===== src/rtl/key_irq_ctrl.sv =====
// Key interrupt source: synchronises and debounces active-low keys, latches presses as
// pending flags and raises one prioritised, non-nesting interrupt request to the core.
module key_irq_ctrl #(
  parameter int N_KEYS          = 2,
  parameter int DEBOUNCE_CYCLES = 50000,
  parameter int CNT_W           = 16
) (
  input  logic              Clk,
  input  logic              Reset,
  input  logic [N_KEYS-1:0] i_key,
  input  logic [N_KEYS-1:0] i_ie,
  input  logic              i_gie,
  input  logic              i_ack,
  input  logic              i_eret,
  input  logic              i_clr,
  input  logic [N_KEYS-1:0] i_clr_mask,
  output logic              o_irq,
  output logic [N_KEYS-1:0] o_cause_ip,
  output logic [N_KEYS-1:0] o_pending,
  output logic [N_KEYS-1:0] o_key
);

  typedef enum logic [1:0] {
    IDLE    = 2'd0,
    REQ     = 2'd1,
    SERVICE = 2'd2
  } StateType;

  StateType          state;
  logic [N_KEYS-1:0] syncMeta;
  logic [N_KEYS-1:0] syncKey;
  logic [N_KEYS-1:0] keyLevel;
  logic [N_KEYS-1:0] keyPrev;
  logic [N_KEYS-1:0] pressSet;
  logic [N_KEYS-1:0] clrBits;
  logic [N_KEYS-1:0] pendEn;
  logic [N_KEYS-1:0] selOneHot;

  always_ff @(posedge Clk or negedge Reset) begin
    if (!Reset) begin
      syncMeta <= '1;
      syncKey  <= '1;
    end else begin
      syncMeta <= i_key;
      syncKey  <= syncMeta;
    end
  end

  // A level is accepted only after it has differed from the current one for DEBOUNCE_CYCLES samples.
  generate
    for (genvar gi = 0; gi < N_KEYS; gi++) begin : gDebounce
      logic [CNT_W-1:0] cnt;
      logic             level;

      always_ff @(posedge Clk or negedge Reset) begin
        if (!Reset) begin
          cnt   <= '0;
          level <= 1'b1;
        end else if (syncKey[gi] == level) begin
          cnt <= '0;
        end else if (cnt == CNT_W'(DEBOUNCE_CYCLES - 1)) begin
          level <= syncKey[gi];
          cnt   <= '0;
        end else begin
          cnt <= cnt + CNT_W'(1);
        end
      end

      assign keyLevel[gi] = level;
    end
  endgenerate

  assign o_key = keyLevel;

  always_ff @(posedge Clk or negedge Reset) begin
    if (!Reset) begin
      keyPrev <= '1;
    end else begin
      keyPrev <= keyLevel;
    end
  end

  // Press = falling edge of the debounced level; set has priority over any clear.
  assign pressSet = keyPrev & ~keyLevel & i_ie;
  assign clrBits  = ({N_KEYS{i_clr}} & i_clr_mask)
                  | (((state == REQ) && i_ack) ? o_cause_ip : '0);

  always_ff @(posedge Clk or negedge Reset) begin
    if (!Reset) begin
      o_pending <= '0;
    end else begin
      o_pending <= (o_pending & ~clrBits) | pressSet;
    end
  end

  // Isolate the lowest set bit: line 0 has the highest priority.
  assign pendEn    = o_pending & i_ie;
  assign selOneHot = pendEn & (~pendEn + N_KEYS'(1));

  always_ff @(posedge Clk or negedge Reset) begin
    if (!Reset) begin
      state      <= IDLE;
      o_irq      <= 1'b0;
      o_cause_ip <= '0;
    end else begin
      case (state)
        IDLE: begin
          if (i_gie && (pendEn != '0)) begin
            state      <= REQ;
            o_irq      <= 1'b1;
            o_cause_ip <= selOneHot;
          end
        end
        REQ: begin
          if (i_ack) begin
            state <= SERVICE;
            o_irq <= 1'b0;
          end else if (!i_gie || ((o_cause_ip & pendEn) == '0)) begin
            state      <= IDLE;
            o_irq      <= 1'b0;
            o_cause_ip <= '0;
          end
        end
        SERVICE: begin
          o_irq <= 1'b0;
          if (i_eret) begin
            state      <= IDLE;
            o_cause_ip <= '0;
          end
        end
        default: begin
          state      <= IDLE;
          o_irq      <= 1'b0;
          o_cause_ip <= '0;
        end
      endcase
    end
  end

endmodule


===== config.mk =====
export PLATFORM = sky130hd
export DESIGN_NAME = key_irq_ctrl
export DESIGN_NICKNAME = d
export VERILOG_FILES = /design/src/rtl/key_irq_ctrl.sv
export SDC_FILE = /design/constraint.sdc
export NUM_CORES = 1
export LEC_CHECK = 0
export BUFFER_PORTS_ARGS = -buffer_cell sky130_fd_sc_hd__buf_2
export CORE_ASPECT_RATIO = 1.75
export CORE_MARGIN = 5
export CORE_UTILIZATION = 59
export DETAILED_ROUTE_END_ITERATION = 12
export MAX_ROUTING_LAYER = met4
export PLACE_DENSITY = 0.87
export SLEW_MARGIN = 20
export SYNTH_ARGS = -nofsm -noshare
export SYNTH_HDL_FRONTEND = slang
export SYNTH_SLANG_ARGS = --single-unit

===== constraint.sdc =====
create_clock -name Clk -period 2.1 [get_ports Clk]
set_input_delay 0 -clock Clk [delete_from_list [all_inputs] [get_ports Clk]]
set_output_delay 0 -clock Clk [all_outputs]
set_load 0.01 [all_outputs]

=== Word level (Yosys, flattened, before mapping) ===
Index checks and enable logic that the tools add are counted.

* Bits in registers: 47
* Input bits: 12
* Output and inout port bits: 7
* Logic and storage cells: 68

* Add/sub/neg operators: 3
* Equality and inequality tests: 11
* Multiplexer cells: 17
* Bitwise logic cells: 14
* Reduce and logical (&&, ||, !) cells: 12

{| class="wikitable"
|+ Operators with widths
! operator !! count
|-
| two-way mux 16 bit || 4
|-
| adder 16 x 1 -> 16 bit, second input constant || 2
|-
| equality test 16 bit, second input constant || 2
|-
| bitwise AND 2 bit || 7
|-
| two-way mux 2 bit || 7
|-
| one-hot mux 2 bit (3 select lines) || 2
|-
| inequality test 2 bit, second input constant || 3
|-
| inverter 2 bit || 3
|-
| AND reduction 2 bit || 3
|-
| logical NOT 2 bit || 2
|-
| OR 2 bit || 2
|-
| AND reduction 4 bit || 1
|-
| two-way mux 1 bit || 3
|-
| inequality test 3 x 2 -> 1 bit, second input constant || 1
|-
| AND reduction 3 bit || 1
|-
| adder 2 x 1 -> 2 bit, second input constant || 1
|-
| equality test 1 bit || 2
|-
| equality test 2 x 1 -> 1 bit, second input constant || 1
|-
| equality test 2 bit, second input constant || 1
|-
| logical AND 1 bit || 2
|-
| inequality test 2 x 1 -> 1 bit, second input constant || 1
|-
| inverter 1 bit || 2
|-
| one-hot mux 1 bit (2 select lines) || 1
|-
| nonzero test 2 bit || 1
|-
| 2 further kinds || 2
|}

=== Depth between registers and ports, before layout ===
* Depth in word-level cells: 7
* Depth in mapped cells: 5
* Mapped depth without buffers: 5

=== Worst setup path before layout ===
OpenSTA, ideal clock, no wires.

* Kind: register -> register
* Start point: register gDebounce[0].cnt[10]
* End point: register gDebounce[0].cnt[14]
* Setup time: 119 ps
* Arrival: 1556 ps
* Required time: 1981 ps
* Setup slack: 425 ps
* Cell stages (with the launch flop): 5
* Buffers on the path: 1
* Clock period less this slack: 1675 ps
* Cells stage by stage: dfrtp_1 > or3_1 > o41ai_4 > buf_6 > nor2_1

* Longest elaborated chain between the ends: 3
* Elaborated cells between the ends (all ways): 4
* Those cells by class: add/sub (1); eq/ne (1); mux (2)

{| class="wikitable"
|+ RTL lines
! element !! line !! text
|-
| from (decl) || 52 || <nowiki>logic [CNT_W-1:0] cnt;</nowiki>
|-
| from (signal assigned) || 65 || <nowiki>cnt <= cnt + CNT_W'(1);</nowiki>
|-
| adder 16 x 1 -> 16 bit or equality test 16 bit (tied branches) || 65, 61 ||
|-
| two-way mux 16 bit (*) || 61 || <nowiki>end else if (cnt == CNT_W'(DEBOUNCE_CYCLES - 1)) begin</nowiki>
|-
| two-way mux 16 bit (*) || 59 || <nowiki>end else if (syncKey[gi] == level) begin</nowiki>
|}

Every way passes the cells marked *; elsewhere a longest branch is shown, timed or not.
A chain may end at the register's enable or synchronous reset.

=== Worst setup path after layout ===
* Start point: register gDebounce[0].cnt[12]
* End point: register gDebounce[0].level

* Longest elaborated chain between the ends: 2

{| class="wikitable"
|+ RTL lines
! element !! line !! text
|-
| equality test 16 bit || 61 ||
|-
| AND reduction 2 bit (no source line) || n/a ||
|-
| to (signal assigned) || 62 || <nowiki>level <= syncKey[gi];</nowiki>
|-
| to (decl) || 53 || <nowiki>logic level;</nowiki>
|}

Every way passes these cells.

==> results.json <==
{
  "outcome": "finished, final reports clean",
  "crit_path_start_kind": "register",
  "finalPower_mw": 1.542,
  "clock_latency_ns": 0.30,
  "p_switching_mw": 0.3529,
  "required_ns": 2.33,
  "fin_nets": 265,
  "hpwl_mm": 3.225,
  "drt_first_pass_iters": 4,
  "numCtsBuffers": 5,
  "ir_drop_mv": 0.6451,
  "r2r_start": "gDebounce[0].cnt[12]",
  "fp.dieW_um": 56.87,
  "p_leak_nw": 1.068,
  "power.share.sequential": 0.607,
  "io_buffers": 18,
  "setup_viol": 0,
  "grt_first_pass_wirelength_mm": 8.376,
  "final.setup_skew_ns": 0.01127,
  "cts_tree": "done",
  "grt_pass1_vias": 1834,
  "root_buffer": "clkbuf_8",
  "core-area_mm2": 0.003665,
  "grt_max_degree": 47,
  "wl_per_cell_um": 15.98,
  "synth_cells": 220,
  "synth_area_per_cell_um2": 10.31,
  "crit_start": "gDebounce[0].cnt[12]",
  "die_h_um": 92.03,
  "yosysSeqAreaShare": 0.5229,
  "area_growth_pct": 12.41,
  "grt_use_total": 0.2102,
  "p_comb_frac": 0.052,
  "antenna_cells": 0,
  "slew_viol_final": 0,
  "hold_buffers": 5,
  "drtIter0Drc": 51,
  "ys_ff_latch": 47,
  "worst_slew_pin_slew_ns": 0.5562,
  "vias": 1758,
  "yosysWarnings": 0,
  "clkPwrFrac": 0.340,
  "finalCritPeriodShare": 0.8372,
  "max-cap-violations": 0,
  "critPathArrivalTime_ns": 1.99,
  "drive_above_1_share": 0.1944,
  "fmax_ghz": 0.5688,
  "slew_headroom": 0.6292,
  "powerDensity_mw_per_mm2": 604.8,
  "path_max_fanout": 4,
  "cts_setup_buffers": 0,
  "cts.path.max_buffers": 2,
  "cts_resized": 0,
  "tns_ns": 0,
  "htreeDepth": 2,
  "antenna_found_initial": 0,
  "final_common_cell": "dfrtp_1",
  "cts_sinks": 47,
  "path_clk_slew_ns": 0.09,
  "hp-start": "i_gie",
  "hold_path_class": "in2reg",
  "routabilityCongestion": 0.9326,
  "crit_path_end_kind": "register",
  "switching_share": 0.2288,
  "die-area_mm2": 0.005233,
  "initial_core_util": 0.6190,
  "hold_viol_final": 0,
  "ant_nets": 0,
  "p_int_mw": 1.189,
  "wirelength_mm": 4.762,
  "fin_crit_ns": 1.758,
  "overflow": 0,
  "criticalPathCategory": "reg2reg",
  "boundaryPins": 19,
  "synth_nets": 234,
  "yosys.cell_types.count": 33,
  "rsz0062_at_grt": "no",
  "row_count": 29,
  "avgViaCountPerCell": 5.899,
  "syn_area_mm2": 0.002268,
  "final_cell_mix": "dfrtp_1, nor2_1, xnor2_1",
  "drcViolationCount": 0
}
-- flip-flops by register name, indices dropped and copies added, names as in the netlist --
register,cells
gDebounce.cnt,32
gDebounce.level,2
keyPrev,2
o_cause_ip,2
o_pending,2
state,2
syncKey,2
syncMeta,2
o_irq,1
-- path summary, 6_finish.rpt --
path / endpoint / slack, ns / cells past startpoint
min in group asynchronous: syncMeta[0] / 0.17 / 2
max: gDebounce[0].level / 0.34 / 4
max in group asynchronous: gDebounce[1].cnt[12] / 1.38 / 3
min: state[0] / 0.008 / 2
min reg2reg: syncKey[0] / 0.36 / 0
max reg2reg: gDebounce[0].level / 0.34 / 4
-- power by group through the flow --
stage	combinational, mW	sequential, mW	clock (mW)
CTS	0.0803	0.936	0.539
detailed placement	0.0729	0.953	0
floorplan	0.0342	0.949	0
global route	0.0920	0.939	0.581
finish	0.0806	0.937	0.525
global placement	0.0699	0.953	0
-- synth_stat cells --
cell type,n,area (µm²)
a2111oi_0,1,8.760
a21o_1,1,7.510
a21oi_1,1,5.000
a21oi_2,2,17.52
a22o_1,1,8.760
a31o_2,1,8.760
a31oi_1,1,6.260
and2_1,1,6.260
and3b_1,1,8.760
buf_4,2,15.01
buf_6,2,22.52
dfrtp_1,39,975.9
dfstp_2,8,210.2
ha_1,2,25.02
inv_1,9,33.78
mux2_2,2,22.52
nand2_1,17,63.81
nand3_1,18,90.09
nand3_2,2,20.02
nand4_1,10,62.56
nor2_1,38,142.6
nor3_1,8,40.04
nor4_1,8,50.05
nor4b_2,2,30.03
o21ai_0,4,20.02
o22a_1,1,8.760
o22ai_1,2,12.51
o41ai_4,2,55.05
or3_1,3,18.77
or3_4,1,11.26
or4_1,2,15.01
xnor2_1,21,183.9
xor2_1,7,61.31
-- per-stage QoR --
stage | instance area (µm²) | util | hold slack (ns) | setup slack [ns] | std cells
finish | 2550 | 0.6958 | 0.008477 | 0.3420 | 298
global route | 2550 | 0.6958 | 0.01531 | 0.2639 | 298
detailed placement | 2416 | 0.6593 | -0.05244 | 0.3891 | 285
floorplan | 2268 | - | -0.2956 | 0.4251 | 220
CTS | 2550 | 0.6958 | 0.002240 | 0.3713 | 298
global placement | 2416 | 0.6593 | -0.05636 | 0.4160 | 285
-- layer usage --
layer  up-vias  share of wire  track usage
met3        13          0.032      0.03230
met4         0          0.026      0.09865
met1       872           0.35       0.2076
met2        45           0.59       0.3909
met5         -              0            -
li1        828              -            -
-- kinds of logic after synthesis --
logic type | count (synthesis) | share of synthesized area
AO/OA/AOI/OAI | 17 | 0.07005
XOR/XNOR | 28 | 0.1081
adder cells (fa/ha/maj) | 2 | 0.01103
buffers and inverters | 13 | 0.03144
flip-flops | 47 | 0.5229
multiplexers | 2 | 0.009928
AND/OR/NAND/NOR | 111 | 0.2466
-- critical path, stage by stage, from the launching register on --
cell and delay [ns]:
dfrtp_1 0.44, nor4b_2 0.30, nand3_1 0.19, nor4_1 0.38
mux2_2 0.38
-- layout make-up --
| class | count | area, µm² |
|---|---|---|
| multi-input cells | 160 | 1011 |
| well taps | 46 | 57.56 |
| inverters | 9 | 33.78 |
| fillers | 262 | 1115 |
| flip-flops and latches | 47 | 1186 |
| clock buffers | 7 | 76.32 |
| repair buffers | 28 | 177.7 |
| clock inverters | 1 | 7.507 |
(Power assumes the default switching activity.)
